### src/rtl/control_fsm.sv
// -----------------------------------------------------------------------------
// control_fsm
// Multi-cycle controller for a simple load/store datapath. Each instruction
// walks IF -> DEC -> (EXE) -> (MEM) -> (WB) -> IF. The instruction is latched
// into IR as IF hands over to DEC, and all decoding after IF uses IR.
//
// Ports
//   Clk            clock, all state changes on the rising edge
//   Reset          synchronous active-high reset
//   Instr[31:0]    instruction from the datapath (opcode [31:26], func [3:0])
//   Zero           ALU zero flag, used for conditional branches in EXE
//   PC_Sel         0 = PC+4, 1 = PC+4+Immed
//   PC_LdEn        PC load enable, one cycle per retired instruction
//   RF_WrEn        register file write enable
//   RF_WrData_sel  0 = ALU_Out, 1 = MEM_Out
//   RF_B_sel       0 = RF_B from Instr[15:11], 1 = from Instr[20:16]
//   ALU_Bin_sel    0 = RF_B, 1 = Immed
//   ALU_func[3:0]  ALU operation
//   Mem_WrEn       data memory write enable
//   lb_MEM_trim    byte-trim memory data on writeback
//   State[2:0]     current state (IF=0, DEC=1, EXE=2, MEM=3, WB=4)
// -----------------------------------------------------------------------------
module control_fsm (
   input  logic        Clk,
   input  logic        Reset,
   input  logic [31:0] Instr,
   input  logic        Zero,
   output logic        PC_Sel,
   output logic        PC_LdEn,
   output logic        RF_WrEn,
   output logic        RF_WrData_sel,
   output logic        RF_B_sel,
   output logic        ALU_Bin_sel,
   output logic [3:0]  ALU_func,
   output logic        Mem_WrEn,
   output logic        lb_MEM_trim,
   output logic [2:0]  State
);

   typedef enum logic [2:0] {
      S_IF  = 3'd0,
      S_DEC = 3'd1,
      S_EXE = 3'd2,
      S_MEM = 3'd3,
      S_WB  = 3'd4
   } state_t;

   state_t      state_reg, state_next;
   logic [31:0] ir_reg;

   // Only opcode and func participate in control; the operand fields belong
   // to the datapath.
   logic ir_unused;
   assign ir_unused = ^ir_reg[25:4];

   // ------------------------------------------------------------------------
   // Opcode decode (from IR)
   // ------------------------------------------------------------------------
   logic [5:0] op;
   logic       is_r, is_imm, is_lw, is_lb, is_sw, is_b, is_beq, is_bne;
   logic       is_load, is_mem, is_branch, is_legal;
   logic [3:0] imm_func;

   assign op     = ir_reg[31:26];
   assign is_r   = (op == 6'b100000);
   assign is_imm = (op == 6'b111000) || (op == 6'b111001) || (op == 6'b110000) ||
                   (op == 6'b110010) || (op == 6'b110011);
   assign is_lb  = (op == 6'b000011);
   assign is_lw  = (op == 6'b001111);
   assign is_sw  = (op == 6'b011111);
   assign is_b   = (op == 6'b111111);
   assign is_beq = (op == 6'b000000);
   assign is_bne = (op == 6'b000001);

   assign is_load   = is_lb | is_lw;
   assign is_mem    = is_load | is_sw;
   assign is_branch = is_b | is_beq | is_bne;
   assign is_legal  = is_r | is_imm | is_mem | is_branch;

   // andi/ori select logic ops; li, lui and addi all use add.
   assign imm_func = (op == 6'b110010) ? 4'b0010 :
                     (op == 6'b110011) ? 4'b0011 : 4'b0000;

   // ------------------------------------------------------------------------
   // State and IR registers
   // ------------------------------------------------------------------------
   always_ff @(posedge Clk) begin
      if (Reset) begin
         state_reg <= S_IF;
         ir_reg    <= 32'd0;
      end else begin
         state_reg <= state_next;
         if (state_reg == S_IF)
            ir_reg <= Instr;
      end
   end

   assign State = state_reg;

   // ------------------------------------------------------------------------
   // Next state and outputs
   // ------------------------------------------------------------------------
   always_comb begin
      state_next    = state_reg;
      PC_Sel        = 1'b0;
      PC_LdEn       = 1'b0;
      RF_WrEn       = 1'b0;
      RF_WrData_sel = 1'b0;
      RF_B_sel      = 1'b0;
      ALU_Bin_sel   = 1'b0;
      ALU_func      = 4'b0000;
      Mem_WrEn      = 1'b0;
      lb_MEM_trim   = 1'b0;

      case (state_reg)
         S_IF: begin
            state_next = S_DEC;
         end

         S_DEC: begin
            RF_B_sel = is_sw | is_beq | is_bne;
            if (!is_legal) begin
               // Skip the instruction: retire it here with a plain PC+4.
               PC_LdEn    = 1'b1;
               state_next = S_IF;
            end else begin
               state_next = S_EXE;
            end
         end

         S_EXE: begin
            RF_B_sel = is_sw | is_beq | is_bne;
            if (is_branch) begin
               // Compare via subtraction; Zero is valid in this cycle.
               ALU_func   = 4'b0001;
               PC_LdEn    = 1'b1;
               PC_Sel     = is_b | (is_beq & Zero) | (is_bne & ~Zero);
               state_next = S_IF;
            end else if (is_mem) begin
               ALU_Bin_sel = 1'b1;
               ALU_func    = 4'b0000;
               state_next  = S_MEM;
            end else begin
               ALU_Bin_sel = is_imm;
               ALU_func    = is_r ? ir_reg[3:0] : imm_func;
               state_next  = S_WB;
            end
         end

         S_MEM: begin
            RF_B_sel    = is_sw;
            ALU_Bin_sel = 1'b1;
            ALU_func    = 4'b0000;
            if (is_sw) begin
               Mem_WrEn   = 1'b1;
               PC_LdEn    = 1'b1;
               state_next = S_IF;
            end else begin
               state_next = S_WB;
            end
         end

         S_WB: begin
            RF_WrEn       = 1'b1;
            PC_LdEn       = 1'b1;
            // Keep the EXE operation on the ALU so its output stays stable.
            ALU_Bin_sel   = is_imm | is_load;
            ALU_func      = is_r ? ir_reg[3:0] : (is_imm ? imm_func : 4'b0000);
            RF_WrData_sel = is_load;
            lb_MEM_trim   = is_lb;
            state_next    = S_IF;
         end

         default: begin
            state_next = S_IF;
         end
      endcase

      // Reset suppresses every write strobe in the same cycle, even mid
      // instruction.
      if (Reset) begin
         state_next    = S_IF;
         PC_Sel        = 1'b0;
         PC_LdEn       = 1'b0;
         RF_WrEn       = 1'b0;
         RF_WrData_sel = 1'b0;
         RF_B_sel      = 1'b0;
         ALU_Bin_sel   = 1'b0;
         ALU_func      = 4'b0000;
         Mem_WrEn      = 1'b0;
         lb_MEM_trim   = 1'b0;
      end
   end

endmodule
### config.mk
export PLATFORM = sky130hd
export DESIGN_NAME = control_fsm
export DESIGN_NICKNAME = d
export VERILOG_FILES = /design/src/rtl/control_fsm.sv
export SDC_FILE = /design/constraint.sdc
export NUM_CORES = 1
export LEC_CHECK = 0
export BUFFER_PORTS_ARGS = -buffer_cell sky130_fd_sc_hd__clkbuf_2
export CAP_MARGIN = 30
export CORE_AREA = 8 8 65 56
export CTS_CLUSTER_DIAMETER = 50
export DETAILED_ROUTE_END_ITERATION = 8
export DIE_AREA = 0 0 73 64
export PLACE_DENSITY = 0.66
export SETUP_SLACK_MARGIN = 0.2
export SLEW_MARGIN = 20
export SYNTH_ARGS = -nofsm -noshare
export SYNTH_HDL_FRONTEND = slang
export SYNTH_SLANG_ARGS = --single-unit
### constraint.sdc
create_clock -name Clk -period 3.95 [get_ports Clk]
set_input_delay 0.395 -clock Clk [delete_from_list [all_inputs] [get_ports Clk]]
set_output_delay 0.395 -clock Clk [all_outputs]
set_load 0.05 [all_outputs]
==> run_results.csv <==
group,metric,value,unit
finish,largest_register_ffs,10,
hold_path,hold_depth,3,
pwr,peakVddDrop,0.1510,mV
synthesis,yosysTopAreaCell,"dfxtp_1",
worst_setup_path,ff2ff_setup_slack,2310,ps
global_route,globalRoute.totalOverflow,0,
floorplanning,ios,50,
sta,relSlewSlack,60.21,%
clocking,cts_buffers,3,
worst_setup_path,reg2reg_to,"State[2]",
flow_run,drv_cap,0,
hold_path,worstHoldStart,"Instr[2]",
floorplanning,die-area,4672,µm²
finish,nets,187,
worst_setup_path,r2r_cells,5,
floorplanning,core_area,2616,µm²
synthesis,postSynthCellCount,130,
route,drt-total-wl,2377,µm
floorplanning,die_width,73,µm
clocking,cts-root-buf,"clkbuf_4",
clocking,clock_sinks,13,
route,drc,0,
sta,fin_hold_ws,327.0,ps
synthesis,avgSynthCellArea,7.449,µm²
sta,finalHoldViolations,0,
synthesis,synth_edf_count,0,
sta,finalMaxSlewViolations,0,
route,vias,969,
worst_setup_path,critPathTopFamily,"flip-flops",
placement,port_buffers,27,
worst_setup_path,cp.required,3560,ps
synthesis,synth_top_area_share,26.87,%
global_route,grt_pass1_wl,4008,µm
worst_setup_path,critPathMaxFanout,13,
hold_path,hp-class,"in -> reg",
synthesis,syn_area,968.4,µm²
hold_path,hold_path_end,"ir_reg[2]",
sta,fin_skew,8.805,ps
clocking,clk_latency,280,ps
placement,hpwlAfterDp,1801,µm
worst_setup_path,slowest_stage,"dfxtp_1",
placement,dp.cells,185,
floorplanning,rows,17,
global_route,grtUsageTotal,10.42,%
finish,layout.cells.non_filler,189,
synthesis,yosysUniqueCellTypes,38,
synthesis,ys_async_sr_fraction,0,%
synthesis,yosys-top-cells-area,"dfxtp_1 27%, nand2_1 12%, a21oi_1 7.8%, buf_6 5.8%, nor2_1 4.7%",
worst_setup_path,arrival,2130,ps
sta,setup_tns,0,ps
sta,rsz0062_at_grt,"false",
sta,fmax,395.5,MHz
worst_setup_path,critPathBufInv,1,
clocking,clkTransAtPathRegs,90,ps
global_route,antenna_found_initial,0,
route,drt_iter0_markers,147,
clocking,cts_tree,"yes",
status,status,"complete, no violations",
synthesis,synth-seq-area-share,26.87,%
global_route,first_global_vias,930,
pwr,power_leakage,0.0004891,µW
worst_setup_path,startpoint_type,"flip-flop",
sta,finalCritPeriodShare,64.01,%
worst_setup_path,reg2reg_from,"ir_reg[31]",
clocking,postCtsSetupBuffers,0,
route,routed_via_density,5.127,
finish,antenna_cells,0,
clocking,cts_buffer_depth,2,
pwr,p_per_area,349.4,nW/µm²
clocking,htreeDepth,1,
worst_setup_path,max_stage_delay,680,ps
worst_setup_path,end_kind,"output port",
finish,syn_to_final_growth,13.31,%
finish,layout-drive-gt1-share,25.83,%
worst_setup_path,path_cells,"or2b_1 > and2_1 > a221oi_1 > or3_1 > clkbuf_2",
global_route,grt_max_degree,15,
route,drtPass1Iterations,4,
synthesis,mappedNetlistNets,165,
clocking,cts_hold_buffers,0,
worst_setup_path,crit_type,"reg -> out",
synthesis,ys_ff_latch,13,
floorplanning,start_util,37.02,%
sta,finalCriticalPeriod,2528,ps
synthesis,yosysWarnings,0,
placement,gp_congestion,0.8762,
floorplanning,die_y,64,µm
route,post_drt_wl_per_cell,12.58,µm
synthesis,ys.flop_type,"dfxtp_1",
clocking,cts_resized,0,
sta,tightest_slew,593.5,ps
sta,setup_viol,0,
route,postRouteAntennaNets,0,
## cell usage in the layout, fill, tap and decap left out, types with 3 or more instances in the layout
cell type,n
a21oi_1,15
and3_1,4
clkbuf_2,27
clkbuf_4,3
dfxtp_1,13
nand2_1,31
nand3_1,3
nor2_1,12
nor3_1,5
## synthesized netlist by cell type (all sizes together) (3+ instances only)
cell type	instances
o21ai	4
a21oi	16
nor3	7
nor2	12
nand2	31
nand3	3
buf	8
and3	4
dfxtp	13
## worst reg2reg max path, cell delays in order (launching register included)
cell and delay, ps:
dfxtp_1 680, or2b_1 290, a22o_1 190, a21oi_1 140
nor2_1 50, a211oi_1 200
## power by group
group          internal [µW]  leakage (µW)  switching (µW)
combinational           47.2      0.000364            73.8
clock                   37.5     0.0000177            45.4
sequential               144      0.000107            35.0
## per-layer routing
metal / GRT usage (%) / up-vias / wire length, µm
li1: - / 506 / -
met1: 13.76 / 431 / 1218
met2: 14.60 / 30 / 967
met3: 4.206 / 2 / 177
met4: 3.990 / 0 / 13
met5: 0 / - / 0
## through the flow
step / total power (µW) / area [µm²] / setup WS, ps / util [%]
6_report: 383.4 / 1097 / 1422 / 41.94
5_1_grt: 411.6 / 1097 / 1253 / 41.94
4_1_cts: 388.5 / 1097 / 1410 / 41.94
3_5_place_dp: 303.1 / 1070 / 1731 / 40.89
3_3_place_gp: 300.2 / 1070 / 1738 / 40.89
2_1_floorplan: 285.4 / 968.4 / 1047 / -
## logic make-up (layout without fill, tap and decap cells)
| family | after synthesis | after routing | synth area share (%) |
|---|---|---|---|
| DFF | 13 | 13 | 26.87 |
| buffers and inverters | 12 | 33 | 9.174 |
| AOI/OAI and AO/OA | 31 | 31 | 20.80 |
| and+or+nand+nor | 71 | 71 | 40.44 |
| xor gates and xnor gates | 3 | 3 | 2.714 |
## worst max-delay path by stage
stage | startpoint | to | cells past startpoint
finish | ir_reg[31] | PC_LdEn | 5
floorplan | State[2] | ALU_func[1] | 3
CTS | ir_reg[31] | PC_LdEn | 5
global route | ir_reg[31] | PC_LdEn | 5
detailed placement | Reset | ALU_Bin_sel | 7
global placement | ir_reg[31] | PC_LdEn | 5
## cell type report
class | instances | area [µm²]
Clock buffer | 3 | 22.52
Fill cell | 305 | 1519
Inverter | 2 | 7.507
Multi-Input combinational cell | 105 | 619.3
Tap cell | 38 | 47.55
Timing Repair Buffer | 27 | 135.1
Clock inverter | 1 | 5.005
Sequential cell | 13 | 260.3
Note: power is estimated with default switching activity, not from simulation.
